$ cat src/rtl/unified_mem_arbiter_pkg.sv
// ---------------------------------------------------------------------------
// unified_mem_arbiter_pkg
// Shared definitions for the unified memory arbiter:
//   - default address / data widths (match the core's ISIZE / DSIZE)
//   - encoding of the read-response owner register
// ---------------------------------------------------------------------------
package unified_mem_arbiter_pkg;

    localparam int AW_DEFAULT = 16;
    localparam int DW_DEFAULT = 16;

    // Who receives the memory read data in the cycle after a grant.
    typedef enum logic [1:0] {
        OWN_NONE = 2'd0,
        OWN_F    = 2'd1,
        OWN_D    = 2'd2
    } owner_e;

endpackage : unified_mem_arbiter_pkg

$ cat src/rtl/unified_mem_arbiter_sat_counter.sv
// ---------------------------------------------------------------------------
// unified_mem_arbiter_sat_counter
// Saturating up-counter (the arbiter's sat_counter building block).
// Counts up by one on each clock with inc high, sticks at MAX.
// Ports:
//   clk  - clock, rising edge
//   rst  - asynchronous clear, active-low
//   clr  - synchronous clear (has priority over inc)
//   inc  - count enable
//   cnt  - current count
// ---------------------------------------------------------------------------
module unified_mem_arbiter_sat_counter #(
    parameter int           W   = 16,
    parameter logic [W-1:0] MAX = '1
) (
    input  logic         clk,
    input  logic         rst,
    input  logic         clr,
    input  logic         inc,
    output logic [W-1:0] cnt
);

    logic [W-1:0] cnt_q;
    logic [W-1:0] cnt_d;

    always_comb begin
        cnt_d = cnt_q;
        if (clr) begin
            cnt_d = '0;
        end else if (inc && (cnt_q != MAX)) begin
            cnt_d = cnt_q + 1'b1;
        end
    end

    always_ff @(posedge clk or negedge rst) begin
        if (!rst) begin
            cnt_q <= '0;
        end else begin
            cnt_q <= cnt_d;
        end
    end

    assign cnt = cnt_q;

endmodule : unified_mem_arbiter_sat_counter

$ cat src/rtl/unified_mem_arbiter.sv
// ---------------------------------------------------------------------------
// unified_mem_arbiter
// Shares one single-port, 1-cycle-read-latency memory between the fetch
// port (F, read only) and the data port (D, read/write).
// One command per cycle is granted combinationally; the read data is
// steered to its owner one cycle later. D normally wins contention, but
// after D_BURST_MAX consecutive D grants with F waiting, F is forced in.
// Ports:
//   clk, rst                         - clock, async active-low reset
//   f_req/f_addr -> f_gnt            - fetch command, accepted same cycle
//   f_rvalid/f_rdata                 - fetch read response (T+1)
//   d_req/d_wen/d_addr/d_wdata->d_gnt - data command, accepted same cycle
//   d_rvalid/d_rdata                 - data read response (reads only)
//   mem_wen/mem_addr/mem_wdata       - memory command
//   mem_rdata                        - memory read data (cycle after address)
//   stall_f/stall_d                  - request pending but not granted
//   f_stall_cnt/d_stall_cnt          - saturating stall-cycle counters
// ---------------------------------------------------------------------------
module unified_mem_arbiter
    import unified_mem_arbiter_pkg::*;
#(
    parameter int AW          = AW_DEFAULT,
    parameter int DW          = DW_DEFAULT,
    parameter int D_BURST_MAX = 3,
    parameter int CW          = 16
) (
    input  logic          clk,
    input  logic          rst,

    input  logic          f_req,
    input  logic [AW-1:0] f_addr,
    output logic          f_gnt,
    output logic          f_rvalid,
    output logic [DW-1:0] f_rdata,

    input  logic          d_req,
    input  logic          d_wen,
    input  logic [AW-1:0] d_addr,
    input  logic [DW-1:0] d_wdata,
    output logic          d_gnt,
    output logic          d_rvalid,
    output logic [DW-1:0] d_rdata,

    output logic          mem_wen,
    output logic [AW-1:0] mem_addr,
    output logic [DW-1:0] mem_wdata,
    input  logic [DW-1:0] mem_rdata,

    output logic          stall_f,
    output logic          stall_d,
    output logic [CW-1:0] f_stall_cnt,
    output logic [CW-1:0] d_stall_cnt
);

    // Burst counter only has to reach 7.
    localparam int         BW        = 3;
    localparam logic [2:0] BURST_MAX = 3'(D_BURST_MAX);

    logic [BW-1:0] burst_cnt;
    logic          f_win;
    logic          d_win;
    owner_e        resp_owner_q;
    owner_e        resp_owner_d;

    // ---------------------------------------------------------------- arbitration
    // F wins when alone, or when D has used up its burst allowance.
    always_comb begin
        f_win = f_req && (!d_req || (burst_cnt == BURST_MAX));
        d_win = d_req && !f_win;
    end

    assign f_gnt   = f_win;
    assign d_gnt   = d_win;
    assign stall_f = f_req && !f_win;
    assign stall_d = d_req && !d_win;

    // ---------------------------------------------------------------- memory command
    // With no request the address mux rests on the D address.
    assign mem_addr  = f_win ? f_addr : d_addr;
    assign mem_wdata = d_wdata;
    assign mem_wen   = d_win && d_wen && rst;

    // ---------------------------------------------------------------- burst counter
    // Counts D grants that happened while F was waiting; any F grant or an
    // idle F port restarts the allowance.
    unified_mem_arbiter_sat_counter #(
        .W   (BW),
        .MAX (BURST_MAX)
    ) u_burst_cnt (
        .clk (clk),
        .rst (rst),
        .clr (f_win || !f_req),
        .inc (d_win && f_req),
        .cnt (burst_cnt)
    );

    // ---------------------------------------------------------------- read response
    always_comb begin
        resp_owner_d = OWN_NONE;
        if (f_win) begin
            resp_owner_d = OWN_F;
        end else if (d_win && !d_wen) begin
            resp_owner_d = OWN_D;
        end
    end

    // Async clear drops any response that was in flight when reset hit.
    always_ff @(posedge clk or negedge rst) begin
        if (!rst) begin
            resp_owner_q <= OWN_NONE;
        end else begin
            resp_owner_q <= resp_owner_d;
        end
    end

    assign f_rvalid = (resp_owner_q == OWN_F);
    assign d_rvalid = (resp_owner_q == OWN_D);
    assign f_rdata  = f_rvalid ? mem_rdata : '0;
    assign d_rdata  = d_rvalid ? mem_rdata : '0;

    // ---------------------------------------------------------------- stall counters
    unified_mem_arbiter_sat_counter #(
        .W (CW)
    ) u_f_stall_cnt (
        .clk (clk),
        .rst (rst),
        .clr (1'b0),
        .inc (stall_f),
        .cnt (f_stall_cnt)
    );

    unified_mem_arbiter_sat_counter #(
        .W (CW)
    ) u_d_stall_cnt (
        .clk (clk),
        .rst (rst),
        .clr (1'b0),
        .inc (stall_d),
        .cnt (d_stall_cnt)
    );

endmodule : unified_mem_arbiter

$ cat config.mk
export PLATFORM = sky130hd
export DESIGN_NAME = unified_mem_arbiter
export DESIGN_NICKNAME = d
export VERILOG_FILES = /design/src/rtl/unified_mem_arbiter_pkg.sv /design/src/rtl/unified_mem_arbiter_sat_counter.sv /design/src/rtl/unified_mem_arbiter.sv
export SDC_FILE = /design/constraint.sdc
export NUM_CORES = 1
export LEC_CHECK = 0
export ABC_CLOCK_PERIOD_IN_PS = 2650
export CELL_PAD_IN_SITES_DETAIL_PLACEMENT = 2
export CELL_PAD_IN_SITES_GLOBAL_PLACEMENT = 2
export CORE_MARGIN = 2
export CORE_UTILIZATION = 19
export CTS_CLUSTER_SIZE = 20
export DETAILED_ROUTE_END_ITERATION = 10
export HOLD_SLACK_MARGIN = 0.08
export PLACE_DENSITY = 0.83
export RECOVER_POWER = 50
export SLEW_MARGIN = 20
export SYNTH_ARGS = -nofsm -noshare
export SYNTH_HDL_FRONTEND = slang
export SYNTH_SLANG_ARGS = --single-unit
$ cat constraint.sdc
create_clock -name clk -period 2.65 [get_ports clk]
set_input_delay 0.53 -clock clk [delete_from_list [all_inputs] [get_ports clk]]
set_output_delay 0.53 -clock clk [all_outputs]
set_load 0.005 [all_outputs]
==> impl_metrics.py <==
metrics = {
    "place": {
        "portBuffers": 139,
        "preCtsSetupSlack_ns": -0.197,
        "gp_congestion": 0.714,
        "dpl.cell_count": 530,
        "place_hpwl_mm": 6.74,
    },
    "worst_setup_path": {
        "worstPathRequired_ns": 2.12,
        "cp-end-kind": "primary output",
        "path_max_fanout": 4,
        "crit_start": "u_burst_cnt.cnt[0]$_DFFE_PN0P_",
        "worstReg2RegStart": "u_burst_cnt.cnt[0]$_DFFE_PN0P_",
        "arrival_ns": 2.07,
        "path_class": "reg -> out",
        "cp-start-kind": "flip-flop",
    },
    "drt": {
        "vias_per_cell": 4.28,
        "drt-initial-drc-count": 55,
        "wl_mm": 8.69,
        "first_pass_iters": 3,
        "wl_per_cell_um": 15.9,
        "final_antenna_net_count": 0,
        "vias": 2347,
        "route.detailed.drc": 0,
    },
    "layout": {
        "layout-drive-gt1-share": 0.197,
        "nets": 452,
        "diodes": 0,
        "stdcell_count": 548,
        "syn2layout_area_growth_pct": 76.1,
    },
    "timing": {
        "final_period_minus_worst_setup_slack_ns": 2.60,
        "finalSetupTns_ns": 0,
        "worstMarginPinSlew_ns": 2.14,
        "slew_violations": 38,
        "holdWs_ns": 0.497,
        "max_freq_mhz": 385,
        "max-slew-margin-rel": -0.427,
        "setup_viol": 0,
        "min_period_over_period": 0.980,
        "fin_ws_ns": 0.0534,
        "hold_viol": 0,
        "finalClockSkew_ns": 0.00310,
    },
    "pwr": {
        "powerDensity_nw_per_um2": 422,
        "vdd_drop_max_uv": 230,
        "p_leak_nw": 1.80,
        "power.total_mw": 1.77,
    },
    "outcome": {
        "status": "finished with violations",
        "violations": "max-capacitance violations, max-slew violations",
    },
    "logic_synthesis": {
        "syn_inst": 231,
        "yosysSeqAreaShare": 0.388,
        "synth_seq_cells": 37,
        "ys_warn_count": 0,
        "postSynthAreaPerCell_um2": 10.3,
        "ys.flop_type": "dfrtp_1",
        "synth-edff-count": 0,
        "ys_async_sr_fraction": 1.00,
        "syn_nets": 304,
        "synth_area_um2": 2390,
        "ys_types": 46,
    },
    "global_routing": {
        "grt_pass1_vias": 2645,
        "use_met1": 0.138,
        "grt_overflow": 0,
        "grtUsageMet2": 0.258,
        "gr-usage-met3": 0.0332,
        "grt_use_total": 0.131,
        "antenna_found_initial": 0,
        "grt_max_degree": 38,
        "grt_pass1_wl_mm": 13.8,
        "busiest_layer": "met2",
    },
    "floorplanning": {
        "die-area_um2": 13500,
        "row_count": 40,
        "ios": 172,
        "core_area_um2": 12200,
        "dieHeight_um": 116,
        "die_w_um": 116,
        "start_util": 0.196,
    },
    "clock_tree": {
        "numCtsBuffers": 5,
        "clkTransAtPathRegs_ns": 0.06,
        "cts.sinks": 37,
        "cts_tree": "built",
        "clk-insertion-delay-late_ns": 0.28,
        "cts_buffer_depth": 2,
        "cts-root-buf": "clkbuf_16",
        "htree_levels": 2,
    },
    "worst_hold_path": {
        "min_path_type": "reg -> reg",
        "min-delay-start": "u_f_stall_cnt.cnt[15]$_DFFE_PN0P_",
    },
    "flow_run": {
        "max_cap_viol_count": 1,
    },
}
where the power goes:
part	internal (mW)	total, mW	switching, mW
Clock	0.398	0.621	0.223
Sequential	0.612	0.685	0.0732
Combinational	0.295	0.467	0.171
Total	1.31	1.77	0.467
critical path: stages, from the launching register on:
cell	delay (ns)
dfrtp_1	0.38
ha_2	0.20
ha_4	0.17
o21ai_4	0.21
buf_12	0.15
buf_4	0.10
mux2_2	0.31
dlygate4sd2_1	0.27
metrics by stage:
step / utilization / cell area, µm²
after detailed placement: 0.325 / 3950
final: 0.346 / 4200
after global routing: 0.346 / 4200
after CTS: 0.349 / 4240
after floorplan: - / 2390
after global placement: 0.325 / 3950
cells by family (layout without fill, tap and decap cells):
group / Yosys count / in the layout / share of synthesized area
muxes: 18 / 18 / 0.0865
AOI/OAI and AO/OA: 12 / 12 / 0.0367
buffers and inverters: 28 / 177 / 0.0718
and+or+nand+nor: 106 / 106 / 0.301
DFF: 37 / 37 / 0.388
adders and majority gates: 4 / 4 / 0.0210
xor gates and xnor gates: 26 / 26 / 0.0954
cell usage after synthesis (all sizes together), types with 6 or more instances:
library cell / n / area [µm²]
and2: 34 / 214
and3: 7 / 45.1
nand2: 11 / 43.8
nor3: 7 / 35.0
xor2: 14 / 123
a21oi: 6 / 30.0
nand3: 9 / 50.1
xnor2: 12 / 105
buf: 18 / 133
inv: 6 / 22.5
nand4: 10 / 90.1
dfrtp: 37 / 926
and4: 6 / 56.3
nor2: 7 / 28.8
mux2: 18 / 206
area by class of cell:
class,instances,area (µm²)
clock buffer,7,153
clock inverter,1,5.00
fill,1359,7960
inverter,6,22.5
multi-input combinational,166,1320
sequential,37,926
tap,168,210
timing repair buffer,163,1570
sequential cells by signal, indices dropped and copies added (netlist names):
register           count
u_d_stall_cnt.cnt     16
u_f_stall_cnt.cnt     16
u_burst_cnt.cnt        3
resp_owner_q           2
repair_timing:
| action | in CTS | in global routing |
|---|---|---|
| pin swaps | 3 | 2 |
| setup endpoints to repair | 18 | 15 |
| gates cloned | 2 | 0 |
| hold buffers | 0 | 0 |
| resized for setup | 38 | 8 |
| buffers inserted | 7 | 2 |
metal layers:
layer  part of all wire  up-vias
li1                   -     1083
met1               0.38     1141
met2               0.53      117
met3              0.084        6
met4             0.0090        0
met5                  0        -
cell usage in the layout, fill, tap and decap left out, drive strengths merged, types with 10 or more instances in the layout:
master           n
clkdlybuf4s50  119
dfrtp           37
and2            34
buf             23
mux2            18
xor2            14
clkbuf          13
xnor2           12
nand2           11
nand4           10
path summary, 6_finish.rpt:
check	end	slack (ns)	cells after the start
worst max-delay path	mem_addr[4]	0.05	7
worst min-delay path	u_f_stall_cnt.cnt[15]$_DFFE_PN0P_	0.50	1
worst max register to register	u_f_stall_cnt.cnt[11]$_DFFE_PN0P_	0.61	9
worst min register to register	u_f_stall_cnt.cnt[15]$_DFFE_PN0P_	0.50	1
max in group asynchronous	u_d_stall_cnt.cnt[5]$_DFFE_PN0P_	0.38	2
min in group asynchronous	u_f_stall_cnt.cnt[6]$_DFFE_PN0P_	1.04	2
Power figures use the tool's default switching activity.
